$ cat src/rtl/piso_pkg.sv
// Shared constants for the parallel-in/serial-out serializer: FSM state codes
// and the default word width.
package piso_pkg;

  localparam int WIDTH_DEF = 8;

  localparam logic [1:0] ST_IDLE   = 2'd0;
  localparam logic [1:0] ST_SHIFT  = 2'd1;
  localparam logic [1:0] ST_PARITY = 2'd2;

endpackage

$ cat src/rtl/piso_serializer.sv
// LSB-first parallel-to-serial converter with gapless back-to-back frames.
// Define PISO_PARITY_EN to append one even-parity bit to every frame.
module piso_serializer
  import piso_pkg::*;
#(
  parameter int WIDTH = WIDTH_DEF
) (
  input  logic             clk,
  input  logic             rst,
  input  logic [WIDTH-1:0] din,
  input  logic             din_valid,
  output logic             din_ready,
  output logic             dout,
  output logic             dout_valid,
  output logic             frame_start,
  output logic             busy
);

  localparam int CW = (WIDTH > 1) ? $clog2(WIDTH) : 1;
  localparam logic [CW-1:0] LAST = CW'(WIDTH - 1);

  logic [1:0]       state;
  logic [CW-1:0]    cnt;
  logic [WIDTH-1:0] shreg;
  logic             live;
  logic             accept;
  logic             last_bit;
`ifdef PISO_PARITY_EN
  logic             par;
`endif

  assign last_bit = (state == ST_SHIFT) && (cnt == LAST);

  // live keeps din_ready low until the first edge after reset release
`ifdef PISO_PARITY_EN
  assign din_ready = live && ((state == ST_IDLE) || (state == ST_PARITY));
`else
  assign din_ready = live && ((state == ST_IDLE) || last_bit);
`endif

  assign accept = din_valid && din_ready;

  always_ff @(posedge clk or negedge rst) begin
    if (!rst) begin
      state <= ST_IDLE;
      cnt   <= '0;
      shreg <= '0;
      live  <= 1'b0;
`ifdef PISO_PARITY_EN
      par   <= 1'b0;
`endif
    end else begin
      live <= 1'b1;
      if (accept) begin
        state <= ST_SHIFT;
        shreg <= din;
        cnt   <= '0;
`ifdef PISO_PARITY_EN
        par   <= ^din;
`endif
      end else begin
        case (state)
          ST_SHIFT: begin
            if (!last_bit) begin
              shreg <= shreg >> 1;
              cnt   <= cnt + CW'(1);
            end else begin
`ifdef PISO_PARITY_EN
              state <= ST_PARITY;
`else
              state <= ST_IDLE;
`endif
            end
          end
          default: state <= ST_IDLE;
        endcase
      end
    end
  end

  always_comb begin
    dout = 1'b0;
    case (state)
      ST_SHIFT:  dout = shreg[0];
`ifdef PISO_PARITY_EN
      ST_PARITY: dout = par;
`endif
      default:   dout = 1'b0;
    endcase
  end

  assign dout_valid  = (state != ST_IDLE);
  assign busy        = (state != ST_IDLE);
  assign frame_start = (state == ST_SHIFT) && (cnt == '0);

endmodule

$ cat config.mk
export PLATFORM = sky130hd
export DESIGN_NAME = piso_serializer
export DESIGN_NICKNAME = d
export VERILOG_FILES = /design/src/rtl/piso_pkg.sv /design/src/rtl/piso_serializer.sv
export SDC_FILE = /design/constraint.sdc
export NUM_CORES = 1
export LEC_CHECK = 0
export ABC_AREA = 1
export BUFFER_PORTS_ARGS = -buffer_cell sky130_fd_sc_hd__buf_2
export CAP_MARGIN = 20
export CORE_MARGIN = 3
export CORE_UTILIZATION = 51
export CTS_CLUSTER_SIZE = 24
export DETAILED_ROUTE_END_ITERATION = 10
export GPL_ROUTABILITY_DRIVEN = 1
export HOLD_SLACK_MARGIN = 0.1
export PLACE_DENSITY = 0.76
export SETUP_SLACK_MARGIN = 0.4
export SLEW_MARGIN = 20
export SYNTH_ARGS = -nofsm -noshare
export SYNTH_HDL_FRONTEND = slang
export SYNTH_SLANG_ARGS = --single-unit
$ cat constraint.sdc
create_clock -name clk -period 2.03 [get_ports clk]
set_input_delay 0.609 -clock clk [delete_from_list [all_inputs] [get_ports clk]]
set_output_delay 0.609 -clock clk [all_outputs]
set_load 0.01 [all_outputs]
## Word level (Yosys, flattened, before mapping)

Cells that the tools add are included.

- Output and inout bits: 5
- Register bits: 14
- Input port bits: 11
- Word-level logic and storage cells: 29

- Mux-type cells: 10
- Add/subtract/negate cells: 1
- Eq/ne operators: 4
- Reduce and logical (&&, ||, !) cells: 10

Operators by type and width:

| operator | count |
|---|---|
| 8-bit two-way mux | 3 |
| 3-bit two-way mux | 3 |
| 2-bit two-way mux | 3 |
| 1-bit logical AND | 4 |
| 2-bit nonzero test | 2 |
| 3-bit by 1-bit adder with 3-bit output, second input constant | 1 |
| 3-bit == test, second input constant | 1 |
| 3-bit logical NOT | 1 |
| 3-bit inequality test, second input constant | 1 |
| 2-bit by 1-bit == test with 1-bit output, second input constant | 1 |
| 2-bit logical NOT | 1 |
| 2-bit inequality test, second input constant | 1 |
| 2-bit AND reduction | 1 |
| 1-bit logical OR | 1 |
| 1-bit two-way mux | 1 |

## Depth between registers and ports, before layout

Gate-level depths: netlist of run 1.

- Depth in word-level cells: 7
- Depth in mapped cells: 10
- Gate-level depth less buffers: 9

## Worst setup path before layout of run 1

No wires, ideal clock.

- Kind: flip-flop to output port
- Start point: register cnt[0]
- End point: output port din_ready
- Arrival: 0.950 ns
- Required time: 1.421 ns
- Cell stages (with the launch flop): 7
- Setup slack: 0.471 ns
- Path buffers: 0
- Cell sequence: dfrtp_1 > ha_1 > ha_1 > inv_1 > nand2_2 > inv_1 > nor2_1

- Word-level cells in the longest chain between the ends: 4

Ends and longest elaborated chain:

| what | RTL line | text |
|---|---|---|
| from (decl) | piso_serializer.sv:23 | `logic [CW-1:0] cnt;` |
| from (signal assigned) | piso_serializer.sv:66 | `cnt <= cnt + CW'(1);` |
| 3-bit == test | piso_serializer.sv:32 | `assign last_bit = (state == ST_SHIFT) && (cnt == LAST);` |
| 1-bit logical AND | piso_serializer.sv:32 |  |
| 1-bit logical OR | piso_serializer.sv:38 | `assign din_ready = live && ((state == ST_IDLE) \|\| last_bit);` |
| 1-bit logical AND | piso_serializer.sv:38 |  |
| to (decl) | piso_serializer.sv:12 | `output logic din_ready,` |

No other way between the ends.

## Final worst setup path of run 1

- Start point: register cnt[1]
- End point: output port din_ready

The elaborated chain is that of the path after synthesis.

==> out/results.ini, run 1 <==
[drt]
wl_per_cell_um=12.5
drc_errors=0
viasPerCell=5.10
wirelength_mm=1.59
vias=648
drt_iter0_drc=10
drtAntennaViolNets=0
dr.pass1.iters=4

[die]
start_util_pct=55.3
num_rows=13
dieWidth_um=44.0
design.core.area_um2=1330
ios=16
die_area_um2=1940
die_h_um=44.0

[setup_path]
worstReg2RegStart=cnt[1]
r2r_cells=9
cp.required_ns=1.42
path_class=flip-flop to output pin
regToRegSetupSlack_ns=0.42
r2r-end=shreg[5]
crit_path_start_kind=flip-flop
end_kind=output pin
worstPathMaxFanout=2
critPathArrivalTime_ns=1.36

[timing]
fmax_ghz=0.508
holdWs_ns=0.190
maxSlewViolCount=0
finalHoldViolCount=0
finClkSkew_ns=0.00563
finalCriticalPeriod_ns=1.97
fin_ws_ns=0.0598
grt_setup_unrepaired=true
min_period_over_period_pct=97.1
setup_violations=0

[synth]
synth_fa_ha_area_share_pct=5.09
yosysTopAreaCell=dfrtp_1
yosysMostFrequentCell=nand2_1
synthMuxAreaShare_pct=0
async_flop_share_pct=100
yosysWarnings=0
synthCells=91
synth_seq_cells=13
synthFlopType=dfrtp_1
synthesis.area_um2=737
synthXorXnorAreaFrac_pct=0
synth_top_family_by_area=simple AND/OR/NAND/NOR gates
synthSimpleGateAreaFrac_pct=34.0
synth.distinct_cells=16
synth_top_area_share_pct=44.1
synth_compound_area_share_pct=3.06
synthTopCellsByArea=dfrtp_1 (44%), nand2_1 (15%), nand2_2 (7.6%)
ys_seq_area_share_pct=44.1
synth_commonest_cells=nand2_1 (30), dfrtp_1 (13), inv_1 (11)
avgSynthCellArea_um2=8.10
synthesis.nets=105
synth-edff-count=0

[layout]
utilization_pct=69.3
layout-drive-gt1-share_pct=43.8
final_net_count=127
final_area_um2=925
area_growth_pct=25.5
antenna_cells=0

[place]
dpl_cell_area_um2=793
gp_congestion=0.722
dp_hpwl_mm=1.05
numPortBuffers=15
post-place-ws_ns=0.315

[global_routing]
grt_pass1_wl_mm=2.55
antenna_found_initial=0
grt_usage_pct=18.3
first_global_vias=599
grt_start_max_net_pins=14
overflow=0

[pwr]
ir_worst_vdd_uv=875
leakagePower_nw=0.536
totalPowerFinal_mw=1.44
power-per-cell-area_nw_per_um2=1560

[clock_network]
clkLatencyLatePin_ns=0.29
cts_tree=yes
cts_max_path_buffers=2
postCtsHoldBufs=0
ctsHtreeMaxLevel=1
cts_made_buffers=3
path_clk_slew_ns=0.09
cts-root-buf=clkbuf_4
cts.sinks=13

[job]
maxCapViolCount=0

[min_path]
hold_path_class=primary input to asynchronous set/reset pin

[run_status]
status=complete, no violations

-- final cells by class --
class / instances / area (um2)
inverters: 12 / 45.0
repair buffers: 23 / 168
fillers: 120 / 409
well taps: 15 / 18.8
flip-flops and latches: 13 / 325
clock buffers: 3 / 22.5
clock inverters: 1 / 5.00
multi-input cells: 60 / 340
-- placed cells by master, fill, tap and decap left out --
| cell | count |
|---|---|
| buf_2 | 15 |
| buf_4 | 4 |
| buf_6 | 2 |
| buf_8 | 1 |
| clkbuf_16 | 1 |
| clkbuf_4 | 3 |
| clkinv_2 | 1 |
| conb_1 | 1 |
| dfrtp_1 | 13 |
| ha_1 | 1 |
| ha_2 | 1 |
| ha_4 | 1 |
| inv_1 | 8 |
| inv_2 | 4 |
| nand2_1 | 27 |
| nand2_2 | 12 |
| nand3_1 | 2 |
| nand3_2 | 2 |
| nand4_1 | 7 |
| nor2_1 | 1 |
| nor2_2 | 1 |
| o21a_2 | 1 |
| o21ai_0 | 1 |
| o21ai_1 | 2 |
-- per-stage QoR --
stage / TNS, ns / cells
6_report: 0 / 127
5_1_grt: -0.00849 / 127
4_1_cts: 0 / 125
3_5_place_dp: 0 / 117
3_3_place_gp: 0 / 117
2_1_floorplan: 0 / 91
-- metal layers --
layer / track usage [%] / up-vias / share of wire [%]
met5: 0 / - / 0
met4: 10.8 / 0 / 2.3
met3: 4.07 / 5 / 6.5
met2: 30.5 / 14 / 47
met1: 21.4 / 307 / 44
li1: - / 322 / -
-- report_power, final --
part | internal [mW] | switching (mW) | leakage [nW]
Sequential | 0.366 | 0.0917 | 0.164
Combinational | 0.410 | 0.406 | 0.354
Clock | 0.0734 | 0.0952 | 0.0177
-- kinds of logic after synthesis --
kind of cell | after synthesis
and+or+nand+nor | 52
buffers and inverters | 18
DFF | 13
AOI/OAI and AO/OA | 4
adders and majority gates | 3
other | 1
-- flip-flops by register name (all words and copies together) (netlist names) --
| name | count |
|---|---|
| cnt | 3 |
| live | 1 |
| shreg | 8 |
| state | 1 |
-- critical path, stage by stage (launching register included) --
cell	delay [ns]
dfrtp_1	0.39
ha_2	0.20
ha_4	0.15
inv_2	0.04
nand2_2	0.05
inv_2	0.07
nor2_2	0.04
buf_2	0.13
-- how the worst max path moves through the flow --
stage | from | end | cells past startpoint
2_1_floorplan | cnt[0] | din_ready | 6
3_3_place_gp | cnt[0] | din_ready | 7
6_report | cnt[1] | din_ready | 7
4_1_cts | cnt[1] | din_ready | 7
3_5_place_dp | cnt[0] | din_ready | 7
5_1_grt | cnt[0] | din_ready | 7
-- repair_timing --
action                                  in CTS  in global routing
resized for setup                            7                  9
endpoints found under the setup margin       3                 13
pin swaps                                    1                  5
gates cloned                                 0                  1
buffers inserted                             4                  1
Power figures use the tool's default switching activity.
==> inputs of run 2 (changes only) <==
--- a/config.mk
+++ b/config.mk
@@ -13,6 +13,7 @@
 export CTS_CLUSTER_SIZE = 24
 export DETAILED_ROUTE_END_ITERATION = 10
 export GPL_ROUTABILITY_DRIVEN = 1
+export GPL_TIMING_DRIVEN = 0
 export HOLD_SLACK_MARGIN = 0.1
 export PLACE_DENSITY = 0.76
 export SETUP_SLACK_MARGIN = 0.4
==> out/results.ini, run 2 (synthesized netlist as in run 1, its figures left out) <==
[run_status]
status=complete, no violations

[global_routing]
overflow=0  ; unchanged
antenna_found_initial=0  ; unchanged
grt_start_max_net_pins=14  ; unchanged
grt_usage_pct=19.0  ; +0.72 points
first_global_vias=617  ; +3.0%
grt_pass1_wl_mm=2.60  ; +2.2%

[timing]
finClkSkew_ns=0.000699  ; -0.00493 ns
finalHoldViolCount=0  ; unchanged
min_period_over_period_pct=96.3  ; -0.77 points
maxSlewViolCount=0  ; unchanged
finalCriticalPeriod_ns=1.95  ; -0.0156 ns
tns_ns=0  ; unchanged
setup_violations=0  ; unchanged
fmax_ghz=0.512  ; +0.80%
grt_setup_unrepaired=true

[die]
num_rows=13  ; unchanged
die_h_um=44.0  ; unchanged
design.core.area_um2=1330  ; unchanged
die_area_um2=1940  ; unchanged
ios=16  ; unchanged
dieWidth_um=44.0  ; unchanged
start_util_pct=55.3  ; unchanged

[min_path]
hold_path_class=primary input to asynchronous set/reset pin

[setup_path]
worstPathMaxFanout=2  ; unchanged
end_kind=output pin
crit_path_start_kind=flip-flop
path_class=flip-flop to output pin
cp.required_ns=1.42  ; about the same
critPathArrivalTime_ns=1.35  ; about the same

[layout]
largest_registers=shreg x8, cnt x3
fill_cells=104  ; -13%
final_common_cell=nand2_1
antenna_cells=0  ; unchanged
final_area_um2=975  ; +5.4%
final_net_count=132  ; +3.9%
seq_area_um2=325  ; unchanged
largest_register_ffs=8  ; unchanged
layout.cells.most_common_list=nand2_1 (30), dfrtp_1 (13), buf_2 (12), buf_4 (11)
area_growth_pct=32.3
layout-drive-gt1-share_pct=42.7  ; -1.0 points
largest_register=shreg
multi_input_area_um2=354  ; +4.0%
utilization_pct=73.1  ; +3.8 points

[clock_network]
postCtsHoldBufs=0  ; unchanged
cts.sinks=13  ; unchanged
path_clk_slew_ns=0.08  ; about the same
clkLatencyLatePin_ns=0.28  ; about the same
cts_max_path_buffers=2  ; unchanged
cts_tree=yes
cts-root-buf=clkbuf_4
cts_made_buffers=3  ; unchanged
ctsHtreeMaxLevel=1  ; unchanged

[place]
dp_hpwl_mm=1.03  ; -2.0%
gp_congestion=0.736  ; +2.0%
numPortBuffers=14  ; -1
dpl_cell_area_um2=826  ; +4.1%

[drt]
wl_per_cell_um=12.1  ; -3.0%
viasPerCell=5.02  ; -1.6%
drtAntennaViolNets=0  ; unchanged
vias=663  ; +2.3%
wirelength_mm=1.60  ; +0.82%
dr.pass1.iters=4  ; unchanged
drt_iter0_drc=5  ; -5
drc_errors=0  ; unchanged

[pwr]
ir_worst_vdd_uv=1030  ; +18%
power-per-cell-area_nw_per_um2=1530  ; -1.8%
leakagePower_nw=0.564  ; +5.3%
totalPowerFinal_mw=1.49  ; +3.6%

[job]
maxCapViolCount=0  ; unchanged

run 2: cell types whose count changed in the layout (fill, tap and decap cells not counted), sizes merged:
cell,previous run,this run
clkinv,1,0
buf,22,28
run 2: layer usage:
metal / track usage [%] / wire length, um / vias to the layer above
li1: - / - / 337
met1: 23.3 / 684 / 299
met2: 30.8 / 786 / 22
met3: 2.85 / 87 / 5
met4: 12.7 / 44 / 0
met5: 0 / 0 / -
run 2: final timing paths:
check / from / to / slack (ns) / cells past startpoint
max reg2reg: cnt[0] / shreg[0] / 0.32 / 11
max: cnt[0] / din_ready / 0.08 / 7
max in group asynchronous: rst / shreg[7] / 1.60 / 1
min in group clk: shreg[3] / shreg[3] / 0.50 / 2
min reg2reg: shreg[3] / shreg[3] / 0.50 / 2
min: rst / shreg[1] / 0.20 / 1
run 2: power breakdown:
group | switching, mW | internal, mW | total, mW
registers | 0.0847 | 0.366 | 0.451
logic | 0.440 | 0.442 | 0.881
clock network | 0.0852 | 0.0764 | 0.162
total | 0.610 | 0.884 | 1.49
run 2: critical path, stage by stage, from the launching register on:
cell and delay, ns:
dfrtp_1 0.38, ha_2 0.20, ha_4 0.15, inv_2 0.04, nand2_2 0.06, inv_2 0.08, nor2_4 0.04, buf_6 0.11
run 2: per-stage QoR:
stage          worst slack (ns)  hold slack, ns  std cells
2_1_floorplan             0.471           0.313         91
3_3_place_gp              0.321           0.474        120
3_5_place_dp              0.313           0.477        120
4_1_cts                  0.0789           0.206        127
5_1_grt                  0.0111           0.207        132
6_report                 0.0753           0.202        132
run 2: final cells by class:
type / count / area share [%]
well taps: 15 / 1.93
flip-flops and latches: 13 / 33.4
plain buffers: 6 / 5.78
clock buffers: 4 / 2.70
inverters: 12 / 4.88
multi-input cells: 60 / 36.3
repair buffers: 22 / 15.0
run 2: what timing repair did:
item	in CTS	in global routing
endpoints found under the setup margin	2	12
resized for setup	9	8
setup buffers	3	4
pin swaps	3	2
gates cloned	0	1
==> inputs of run 3 (changes only) <==
--- a/config.mk
+++ b/config.mk
@@ -9,14 +9,14 @@
 export BUFFER_PORTS_ARGS = -buffer_cell sky130_fd_sc_hd__buf_2
 export CAP_MARGIN = 20
 export CORE_MARGIN = 3
-export CORE_UTILIZATION = 51
+export CORE_UTILIZATION = 55
 export CTS_CLUSTER_SIZE = 24
 export DETAILED_ROUTE_END_ITERATION = 10
 export GPL_ROUTABILITY_DRIVEN = 1
 export GPL_TIMING_DRIVEN = 0
 export HOLD_SLACK_MARGIN = 0.1
-export PLACE_DENSITY = 0.76
-export SETUP_SLACK_MARGIN = 0.4
+export PLACE_DENSITY = 0.81
+export SETUP_SLACK_MARGIN = 0.5
 export SLEW_MARGIN = 20
 export SYNTH_ARGS = -nofsm -noshare
 export SYNTH_HDL_FRONTEND = slang
==> constraint.sdc (replaced) <==
create_clock -name clk -period 2.3 [get_ports clk]
set_input_delay 0.69 -clock clk [delete_from_list [all_inputs] [get_ports clk]]
set_output_delay 0.69 -clock clk [all_outputs]
set_load 0.01 [all_outputs]
==> out/results.ini, run 3 (synthesized netlist as in run 1, its figures left out) <==
[layout]
final_net_count=126  ; -4.5%
largest_register_ffs=8  ; unchanged
layout.cells.most_common_list=nand2_1 (30), dfrtp_1 (13), buf_2 (13), inv_1 (9), nand2_2 (8)
layout-drive-gt1-share_pct=37.8  ; -4.9 points
final_area_um2=905  ; -7.2%
area_growth_pct=22.8
fill_cells=80  ; -23%
seq_area_um2=325  ; unchanged
antenna_cells=0  ; unchanged
final_common_cell=nand2_1
largest_register=shreg
multi_input_area_um2=342  ; -3.5%
largest_registers=shreg x8, cnt x3

[die]
ios=16  ; unchanged
start_util_pct=62.1  ; +6.9 points
die_area_um2=1820  ; -6.3%
die_h_um=42.6  ; -3.2%
num_rows=12  ; -1
dieWidth_um=42.6  ; -3.2%
design.core.area_um2=1190  ; -11%

[pwr]
p_comb_share_pct=53.8  ; -5.2 points
switchingPower_uw=505  ; -17%
p_sw_share_pct=42.8  ; +2.0 points
leakagePower_nw=0.521  ; -7.6%
ir_worst_vdd_uv=903  ; -12%
totalPowerFinal_mw=1.18  ; -21%
p_clk_share_pct=12.1  ; +1.3 points
power-per-cell-area_nw_per_um2=1300  ; -15%
internal-power_uw=675  ; -24%
sequentialPowerShare_pct=34.1  ; +3.9 points

[global_routing]
grt_usage_pct=20.1  ; +1.1 points
antenna_found_initial=0  ; unchanged
grt_start_max_net_pins=14  ; unchanged
grt_pass1_wl_mm=2.73  ; +5.0%
overflow=0  ; unchanged
first_global_vias=649  ; +5.2%

[drt]
drt_iter0_drc=7  ; +2
dr.pass1.iters=4  ; unchanged
drtAntennaViolNets=0  ; unchanged
vias=637  ; -3.9%
viasPerCell=5.10  ; +1.5%
drc_errors=0  ; unchanged
wirelength_mm=1.60  ; about the same
wl_per_cell_um=12.8  ; +5.7%

[setup_path]
crit_path_start_kind=flip-flop
regToRegSetupSlack_ns=0.68  ; +0.36 ns
critPathMaxStageDelay_ns=0.39  ; about the same
cp_common_cell=inv_4
path_class=flip-flop to output pin
r2r_cells=10  ; -1
worstPathMaxFanout=2  ; unchanged
worstReg2RegStart=cnt[0]
critPathArrivalTime_ns=1.35  ; about the same
crit_family=flip-flops
critPathSlowestCell=dfrtp_1
path_cells=ha_2 -> ha_4 -> inv_4 -> nand2_4 -> inv_4 -> nor2_4 -> buf_6
crit_buf_inv=3  ; unchanged
r2r-end=shreg[5]
end_kind=output pin
cp.required_ns=1.61  ; +0.19 ns

[place]
post-place-ws_ns=0.505  ; +0.192 ns
dp_hpwl_mm=1.10  ; +7.4%
numPortBuffers=14  ; unchanged
dpl_cell_area_um2=825  ; -0.15%
gp_congestion=0.759  ; +3.1%

[timing]
min_period_over_period_pct=88.6
maxSlewViolCount=0  ; unchanged
finClkSkew_ns=0.00588  ; +0.00518 ns
finalHoldViolCount=0  ; unchanged
setup_violations=0  ; unchanged
tns_ns=0  ; unchanged
finalCriticalPeriod_ns=2.04
fin_ws_ns=0.263  ; +0.188 ns
grt_setup_unrepaired=true
holdWs_ns=0.277  ; +0.0750 ns
fmax_ghz=0.491

[clock_network]
clkLatencyLatePin_ns=0.28  ; about the same
postCtsHoldBufs=0  ; unchanged
cts-root-buf=clkbuf_4
cts_tree=yes
path_clk_slew_ns=0.08  ; about the same
ctsHtreeMaxLevel=1  ; unchanged
cts_max_path_buffers=2  ; unchanged
cts.sinks=13  ; unchanged
cts_made_buffers=3  ; unchanged

[run_status]
status=complete, no violations

[min_path]
hold_path_class=primary input to asynchronous set/reset pin

[job]
maxCapViolCount=0  ; unchanged

run 3: power by group through the flow:
stage / combinational, mW / sequential (mW) / clock (mW)
after floorplan: 0.409 / 0.385 / 0
after global placement: 0.520 / 0.390 / 0
after detailed placement: 0.543 / 0.397 / 0
after CTS: 0.554 / 0.393 / 0.141
after global routing: 0.715 / 0.414 / 0.153
final: 0.635 / 0.403 / 0.142
run 3: per-stage QoR:
step	std cells	util, %
2_1_floorplan	91	-
3_3_place_gp	119	69.5
3_5_place_dp	119	69.5
4_1_cts	123	72.4
5_1_grt	125	76.3
6_report	125	76.3
run 3: how the worst max path moves through the flow:
stage / endpoint / start / slack [ns] / cells past startpoint
2_1_floorplan: din_ready / cnt[0] / 0.66 / 6
3_3_place_gp: din_ready / cnt[0] / 0.51 / 7
3_5_place_dp: din_ready / cnt[0] / 0.51 / 7
4_1_cts: din_ready / cnt[1] / 0.27 / 7
5_1_grt: din_ready / cnt[0] / 0.21 / 7
6_report: din_ready / cnt[0] / 0.26 / 7
run 3: area by class of cell:
| type | instances | area share [%] |
|---|---|---|
| Tap cell | 14 | 1.94 |
| Inverter | 12 | 5.53 |
| Buffer | 6 | 5.81 |
| Clock buffer | 4 | 2.90 |
| Sequential cell | 13 | 36.0 |
| Timing Repair Buffer | 16 | 10.1 |
| Multi-Input combinational cell | 60 | 37.8 |
run 3: per-layer routing:
metal,global-route usage (%),wire [um]
met1,23.2,667
met2,35.6,840
met3,6.01,69
met4,5.59,27
met5,0,0
run 3: repair_timing:
item                                    4_1_cts  5_1_grt
resized for setup                             5        6
buffers inserted                              0        2
endpoints found under the setup margin        2        2
pin swaps                                     1        1
